===== src/rtl/ecc_write_scheduler_pkg.sv =====
// ecc_write_scheduler_pkg
// Shared definitions for the ECC write scheduler: the port index constants
// carried on m_src, the injection FSM state encoding, and the widths of the
// raw and encoded data words.
package ecc_write_scheduler_pkg;

  localparam int DATA_W     = 64;
  localparam int CODE_W     = 72;
  localparam int PARITY_BIT = 64;

  localparam logic SRC_HOST  = 1'b0;
  localparam logic SRC_SCRUB = 1'b1;

  typedef enum logic {
    INJ_IDLE  = 1'b0,
    INJ_ARMED = 1'b1
  } inj_state_e;

endpackage


===== src/rtl/ECCEncoder.sv =====
// ECCEncoder
// Builds the 72-bit stored word from 64 data bits: the data passes through
// unchanged, bit 64 holds the even parity of the data, and bits 71:65 are zero.
// Ports:
//   data  in   64  raw data word
//   code  out  72  encoded word
module ECCEncoder
  import ecc_write_scheduler_pkg::*;
(
  input  logic [DATA_W-1:0] data,
  output logic [CODE_W-1:0] code
);

  assign code = {{(CODE_W - DATA_W - 1){1'b0}}, ^data, data};

endmodule


===== src/rtl/ecc_write_scheduler.sv =====
// ecc_write_scheduler
// Merges host and scrub write requests into one stream of ECC-encoded words
// toward memory. A round-robin arbiter picks one port per cycle, the winning
// word is encoded and captured in a single output register slot, and a
// one-shot injector can flip the parity bit of the next accepted word.
// Ports:
//   sys_clk, sys_rst         clock, synchronous active-high reset
//   h_valid/h_ready          host request handshake, with h_addr[AW], h_data[64]
//   s_valid/s_ready          scrub request handshake, with s_addr[AW], s_data[64]
//   m_valid/m_ready          output handshake toward memory
//   m_addr, m_data, m_src    registered address, encoded word [72], winning port
//   inj_arm, inj_pending     arm pulse / armed status of the parity-error injector
//   word_count               saturating count of accepted words [32]
module ecc_write_scheduler
  import ecc_write_scheduler_pkg::*;
#(
  parameter int AW = 24
) (
  input  logic              sys_clk,
  input  logic              sys_rst,
  input  logic              h_valid,
  output logic              h_ready,
  input  logic [AW-1:0]     h_addr,
  input  logic [DATA_W-1:0] h_data,
  input  logic              s_valid,
  output logic              s_ready,
  input  logic [AW-1:0]     s_addr,
  input  logic [DATA_W-1:0] s_data,
  output logic              m_valid,
  input  logic              m_ready,
  output logic [AW-1:0]     m_addr,
  output logic [CODE_W-1:0] m_data,
  output logic              m_src,
  input  logic              inj_arm,
  output logic              inj_pending,
  output logic [31:0]       word_count
);

  logic              last_grant;
  logic              grant;
  logic              slot_free;
  logic              xfer;
  logic              corrupt;
  logic [AW-1:0]     win_addr;
  logic [DATA_W-1:0] win_data;
  logic [CODE_W-1:0] raw_code;
  logic [CODE_W-1:0] store_code;
  logic [31:0]       word_count_r;
  inj_state_e        inj_state, inj_state_next;

  // The slot can take a word when it is empty or being drained this cycle.
  assign slot_free = ~m_valid | m_ready;

  // A lone requester always wins; on a tie the port that did not win last.
  always_comb begin
    // NOTE: every always_comb output gets a default first so no path leaves
    // it unassigned, which would otherwise infer a latch.
    grant = SRC_HOST;
    if (h_valid && s_valid) grant = ~last_grant;
    else if (s_valid)       grant = SRC_SCRUB;
  end

  // Reset is folded in so neither port sees ready while the block is held.
  assign h_ready = ~sys_rst & slot_free & (grant == SRC_HOST)  & h_valid;
  assign s_ready = ~sys_rst & slot_free & (grant == SRC_SCRUB) & s_valid;
  assign xfer    = h_ready | s_ready;

  assign win_addr = (grant == SRC_SCRUB) ? s_addr : h_addr;
  assign win_data = (grant == SRC_SCRUB) ? s_data : h_data;

  ECCEncoder u_encoder (
    .data (win_data),
    .code (raw_code)
  );

  always_comb begin
    store_code             = raw_code;
    store_code[PARITY_BIT] = raw_code[PARITY_BIT] ^ corrupt;
  end

  // Injection FSM: state register.
  always_ff @(posedge sys_clk) begin
    // NOTE: sequential state uses non-blocking assignments so every register
    // samples the pre-edge values regardless of statement order.
    if (sys_rst) inj_state <= INJ_IDLE;
    else         inj_state <= inj_state_next;
  end

  // Injection FSM: next state. An arm that coincides with a transfer in
  // INJ_IDLE leaves the current word intact and applies to the next one.
  always_comb begin
    inj_state_next = inj_state;
    unique case (inj_state)
      INJ_IDLE:  if (inj_arm) inj_state_next = INJ_ARMED;
      INJ_ARMED: if (xfer)    inj_state_next = INJ_IDLE;
      default:                inj_state_next = INJ_IDLE;
    endcase
  end

  // Injection FSM: outputs.
  always_comb begin
    inj_pending = (inj_state == INJ_ARMED);
    corrupt     = (inj_state == INJ_ARMED) & xfer;
  end

  // Output slot and round-robin history. Reset drops a held word outright.
  always_ff @(posedge sys_clk) begin
    if (sys_rst) begin
      m_valid    <= 1'b0;
      m_addr     <= '0;
      m_data     <= '0;
      m_src      <= SRC_HOST;
      last_grant <= SRC_SCRUB;
    end else if (xfer) begin
      m_valid    <= 1'b1;
      m_addr     <= win_addr;
      m_data     <= store_code;
      m_src      <= grant;
      last_grant <= grant;
    end else if (m_ready) begin
      m_valid    <= 1'b0;
    end
  end

  always_ff @(posedge sys_clk) begin
    if (sys_rst)                          word_count_r <= '0;
    else if (xfer && (word_count_r != '1)) word_count_r <= word_count_r + 32'd1;
  end

  assign word_count = word_count_r;

endmodule


===== config.mk =====
export PLATFORM = sky130hd
export DESIGN_NAME = ecc_write_scheduler
export DESIGN_NICKNAME = d
export VERILOG_FILES = /design/src/rtl/ecc_write_scheduler_pkg.sv /design/src/rtl/ECCEncoder.sv /design/src/rtl/ecc_write_scheduler.sv
export SDC_FILE = /design/constraint.sdc
export NUM_CORES = 1
export LEC_CHECK = 0
export ABC_CLOCK_PERIOD_IN_PS = 3100
export BUFFER_PORTS_ARGS = -buffer_cell sky130_fd_sc_hd__clkbuf_2
export CAP_MARGIN = 20
export CORE_AREA = 2 2 123 125
export CTS_BUF_LIST = sky130_fd_sc_hd__clkbuf_2 sky130_fd_sc_hd__clkbuf_4 sky130_fd_sc_hd__clkbuf_8
export DETAILED_ROUTE_END_ITERATION = 7
export DIE_AREA = 0 0 125 127
export PLACE_DENSITY_LB_ADDON = 0.3
export SLEW_MARGIN = 20
export SYNTH_ARGS = -nofsm -noshare
export SYNTH_HDL_FRONTEND = slang
export SYNTH_SLANG_ARGS = --single-unit
export TNS_END_PERCENT = 20

===== constraint.sdc =====
create_clock -name sys_clk -period 3.1 [get_ports sys_clk]
set_clock_uncertainty 0.15 [all_clocks]
set_input_delay 0.155 -clock sys_clk [delete_from_list [all_inputs] [get_ports sys_clk]]
set_output_delay 0.155 -clock sys_clk [all_outputs]
set_load 0.05 [all_outputs]

Word-level counts from Yosys, hierarchy flattened:

Index checks and enable logic that the tools add are counted.

* add/subtract/negate cells: 1
* eq/ne operators: 1
* mux-type cells: 9
* bitwise gates (word level): 14
* reduce and logical (&&, ||, !) cells: 4

Operator list (number)
* $mux 64: 1
* $reduce_xor 64->1: 1
* $add 32x1->32 const B: 1
* $ne 32x32->1 const B: 1
* $mux 24: 1
* $and 1x1->1: 6
* $mux 1: 6
* $not 1->1: 5
* $logic_and 1x1->1: 2
* $or 1x1->1: 2
* $pmux 1 s2: 1
* $reduce_bool 2->1: 1
* $xor 1x1->1: 1

* register bits after elaboration: 125
* bits of input ports: 182
* logic and storage cells: 36

Logic depth before layout (Yosys ltp):

* depth after elaboration: 8
* mapped depth: 9
* mapped depth without buffers: 8

Hierarchy:

Synthesis repeated with hierarchy kept, for this count alone.

* cell total of the unflattened synthesis: 839
* area total of the unflattened synthesis: 7165.6 µm²

Modules (own cells, without submodules)
* ecc_write_scheduler: times used 1, cells each 704, area each 6077.1 µm², seq. area each 2642.5 µm²
* ECCEncoder: times used 1, cells each 135, area each 1088.5 µm², seq. area each 0.0 µm²

Least setup slack after synthesis:

No wires, ideal clock.

* path kind: reg2out
* start point: register last_grant
* end point: output h_ready
* arrival time: 2553 ps
* data required time: 2795 ps
* slack: 242 ps
* cell stages (with the launch flop): 5
* path buffers: 2
* cells stage by stage: dfxtp_1 a21boi_2 buf_2 buf_1 nor4b_1

* cells in the longest elaborated chain, start to end: 5

RTL lines
* start: declaration: RTL line ecc_write_scheduler.sv:39 `logic last_grant;`
* start signal: assignment: RTL line ecc_write_scheduler.sv:119 `last_grant <= grant;`
* $not 1->1: RTL line ecc_write_scheduler.sv:59 `if (h_valid && s_valid) grant = ~last_grant;`
* $mux 1: RTL line ecc_write_scheduler.sv:59
* $not 1->1: RTL line ecc_write_scheduler.sv:64 `assign h_ready = ~sys_rst & slot_free & (grant == SRC_HOST) & h_valid;`
* $and 1x1->1 (2 in series): RTL line ecc_write_scheduler.sv:64
* end: declaration: RTL line ecc_write_scheduler.sv:22 `output logic h_ready,`

No other way between the ends.

Worst setup path after layout:

* start point: input h_valid
* end point: register m_data[43]

* cells in the longest elaborated chain, start to end: 6
* elaborated cells between the ends (all ways): 9

RTL lines
* start: declaration: RTL line ecc_write_scheduler.sv:21 `input logic h_valid,`
* $logic_and 1x1->1: RTL line ecc_write_scheduler.sv:59
* $mux 1: RTL line ecc_write_scheduler.sv:59
* $not 1->1: RTL line ecc_write_scheduler.sv:64
* $and 1x1->1 (2 in series): RTL line ecc_write_scheduler.sv:64
* $or 1x1->1: RTL line ecc_write_scheduler.sv:66 `assign xfer = h_ready | s_ready;`
* end signal: assignment: RTL line ecc_write_scheduler.sv:117 `m_data <= store_code;`
* end: declaration: RTL line ecc_write_scheduler.sv:32 `output logic [CODE_W-1:0] m_data,`

Several ways; a longest one is shown, not always the timed one.
A chain may end at the register's enable or synchronous reset.

==> impl_summary.txt <==
----------------------------------------------------
[Global route]
  Initial antenna violation count ... 0
  Number of global-route vias before repair ... roughly 7,300
  Maximum number of pins on one net before global-route repair ... between 100 and 150
  Remaining global-route overflow ... 0
  First-pass GRT wire length ... ~36,000 µm
  Global-route total usage across every layer ... between 20% and 30%

[Critical path]
  Startpoint-to-endpoint class of the critical path ... input pin to register
  Number of buffer and inverter stages on the critical path ... 4
  Kind of capture point of the worst setup path ... register
  Slowest cell delay on critical path ... 630 ps
  Critical path's most frequent cell ... sky130_fd_sc_hd__dlygate4sd3_1
  Capturing point of the worst reg2reg path ... m_data[43]
  Required time worst endpoint ... ~3300 ps
  Worst reg-to-reg path cell count ... 5
  WP data arrival ... 2840 ps
  Crit-path max FO ... 43
  Slack of the worst reg-to-reg path ... 560 ps
  Top cell family by delay on the critical path ... buffers and inverters
  Worst flop-to-flop path startpoint ... last_grant
  Crit path launch type ... input pin
  Cell Chain, Critical Path ... dlygate4sd3_1, clkbuf_2, a21boi_4, buf_4, mux2i_1, dlygate4sd3_1, a211oi_1
  Critical-path top delay cell ... sky130_fd_sc_hd__buf_4

[Drt]
  Overall via count from detail_route ... 7,091
  Number of design rule violations left after detail routing ... 0
  DR iter-0 viols ... approximately 370
  Drt wl/cell ... ~16 µm
  Drt pass-1 iters ... 4
  Per-cell via count in the routed design ... around 5.1
  Detailed-route wire length ... about 22,000 µm
  Count of nets left with antenna violations after detail routing ... 0

[Synthesis]
  Async set or reset register ratio after synthesis ... 0%
  Most used flip-flop cell after synthesis ... sky130_fd_sc_hd__dfxtp_1
  EDFF count, synth ... 0
  Top cells by area, synth ... sky130_fd_sc_hd__dfxtp_1 38%, sky130_fd_sc_hd__xnor2_1 16%, sky130_fd_sc_hd__mux2i_1 14%, sky130_fd_sc_hd__a211oi_1 10%, sky130_fd_sc_hd__nor2_1 6.8%
  Share of the yosys chip area belonging to registers ... 37.6%
  Area share of the leading cell type in the synthesized netlist ... a little under two fifths
  Combinational family with the most area after synthesis ... XOR/XNOR gates
  Fraction of synthesized cell area in xor and xnor cells ... between 10% and 20%
  Area fraction in compound gates after synthesis ... about 13%
  Post-synth top area cell ... sky130_fd_sc_hd__dfxtp_1
  Distinct cell type count after synthesis ... 37
  Warnings from Yosys ... 0
  Most frequent cell after synthesis ... sky130_fd_sc_hd__dfxtp_1
  Syn Inst Count ... between 700 and 800
  Cell types with the highest counts after synthesis ... 125 x sky130_fd_sc_hd__dfxtp_1, 121 x sky130_fd_sc_hd__xnor2_1, 120 x sky130_fd_sc_hd__nor2_1, 92 x sky130_fd_sc_hd__mux2i_1, 90 x sky130_fd_sc_hd__a211oi_1
  Area of the mapped netlist ... 0.00665 mm²
  Share of synthesized cell area in and, or, nand and nor gates ... 12.7%
  Post-Synth Adder-Cell Area ... less than 1%
  Mux share of post-synthesis cell area ... between 10% and 20%
  Mean Syn Cell Area ... about 9.1 µm²
  Flip-flop and latch count after synthesis ... roughly 130

[Die]
  Core area ... 0.0144 mm²
  I/O Pins ... around 320
  Die area ... 0.0159 mm²
  Die span in y ... 127 µm
  Initial core utilization ... between 40% and 50%
  Width of the chip ... approximately 130 µm
  Row Count ... 44

[Pwr]
  Largest voltage drop on the vdd net ... about 0.28 mV
  LEAKAGE ... about 4.5 nW
  PwrDens ... approximately 490 mW/mm²
  Total design power ... just over 0.005 W

[Placed design]
  Sum of net half-perimeters after detailed placement ... 14,100 µm
  Weighted congestion reported at the end of routability-driven placement ... 0.854
  # port buffers ... ~310

[Layout]
  Final-stage net count ... between 1,000 and 1,500
  Area growth from synthesis to layout ... 57.2%
  Number of filler instances in the final layout ... 1,043
  Ant. Diodes ... 0
  Layout cells sized above 1 ... 29.0%

[STA]
  Unrepaired setup endpoints after global routing ... false
  Hold Violations, Final ... 0
  Time the final worst path needs with I/O delays and setup ... 2650 ps
  Final period utilization ... a little under nine tenths
  Achievable Freq ... between 300 and 400 MHz
  Total count of max-transition violations in the final report ... 0
  Final number of setup-violating endpoints ... 0
  Setup Total Neg Slack ... 0 ps
  Relative slew margins ... 30.3%
  Worst-Margin Slew ... around 1000 ps

[Clock tree]
  Number of H-tree levels ... 4
  Count of cells resized by post-cts repair ... 0
  CTS tree ... built
  Clock Latency Late Sink ... 430 ps
  Buffer type at the clock tree root ... sky130_fd_sc_hd__clkbuf_8
  Clock input transition at the sequential cells of the worst setup and hold paths ... approximately 80 ps
  Clock buffer count from CTS ... 17
  Clock Sink Count ... ~130
  Worst-case clock buffer depth ... 2

[Worst hold path]
  WHS Path Cells ... 3
  Source of the worst hold timing path ... h_data[0]
  Min-Delay Path Class ... input pin to register
  Endpoint of the worst hold path ... m_data[0]

[Outcome]
  Result of the run ... finished clean

[Run]
  Maximum Capacitance Violations ... 0

----------------------------------------------------
[worst max-delay path by stage]
stage	startpoint	cells after the start	endpoint	slack [ps]
2_1_floorplan	last_grant	4	h_ready	240
3_3_place_gp	word_count[7]	7	word_count[28]	810
3_5_place_dp	sys_rst	5	m_addr[21]	750
4_1_cts	h_valid	6	s_ready	500
5_1_grt	h_valid	7	m_data[43]	350
6_report	h_valid	7	m_data[43]	450
[logic make-up after synthesis]
| kind of cell | count (synthesis) |
|---|---|
| and+or+nand+nor | 187 |
| xor gates and xnor gates | 143 |
| DFF | 125 |
| AOI/OAI and AO/OA | 119 |
| muxes | 92 |
| buffers and inverters | 59 |
| adders and majority gates | 1 |
| other | 1 |
[cell usage in the layout, fill, tap and decap left out, drive strengths merged, types with 8 or more instances in the layout]
| cell | netlist | final |
|---|---|---|
| mux2i | 92 | 92 |
| dfxtp | 125 | 125 |
| nand4 | 8 | 8 |
| dlygate4sd3 | 0 | 176 |
| a211oi | 90 | 90 |
| nand3 | 10 | 10 |
| nor2 | 120 | 120 |
| xor2 | 21 | 21 |
| nand2 | 16 | 16 |
| clkbuf | 30 | 330 |
| a21oi | 13 | 13 |
| o21ai | 12 | 12 |
| or3 | 13 | 13 |
| xnor2 | 121 | 121 |
[tightest hold or removal path, stage by stage]
cell                       delay, ps
sky130_fd_sc_hd__clkbuf_2         90
sky130_fd_sc_hd__mux2i_1         210
sky130_fd_sc_hd__a211oi_1        100
[layout make-up]
cell class                 instances  area [µm²]  share of cell area, %
multi-input combinational        549        3920                   37.5
timing repair buffer             489        3350                   32.0
sequential                       125        2500                   23.9
clock buffer                      24         324                   3.10
tap                              184         230                   2.20
clock inverter                     5         105                   1.01
inverter                           7        26.3                  0.251
[power by group]
part / switching [W] / total [W] / internal [W] / leakage [nW]
Sequential: 0.0000643 / 0.00178 / 0.00171 / 1.03
Combinational: 0.00104 / 0.00184 / 0.000798 / 3.26
Clock: 0.000633 / 0.00155 / 0.000922 / 0.213
[per-stage QoR]
stage	utilization (%)	setup WS [ps]	hold WS [ps]	area, µm²	cells
2_1_floorplan	-	242	177	6670	733
3_3_place_gp	57.3	813	272	8260	1178
3_5_place_dp	57.3	747	276	8260	1178
4_1_cts	72.5	498	11.8	10500	1383
5_1_grt	72.5	354	13.8	10500	1383
6_report	72.5	448	39.3	10500	1383
[layer usage]
metal / vias to the layer above / global-route usage, % / part of all wire, %
met4: 0 / 13.1 / 3.4
met3: 58 / 7.66 / 6.5
li1: 3460 / - / -
met5: - / 0 / 0
met2: 285 / 50.6 / 52
met1: 3288 / 30.1 / 38
[repair_timing]
action                                 4_1_cts  5_1_grt
endpoints found under the hold margin       90        0
setup buffers                                0        0
hold buffers                               176        0
[registers in the layout, indices dropped and copies added, names as in the netlist]
register	flops
m_data	65
word_count	32
m_addr	24
inj_pending	1
last_grant	1
m_src	1
m_valid	1
(Power assumes the default switching activity.)
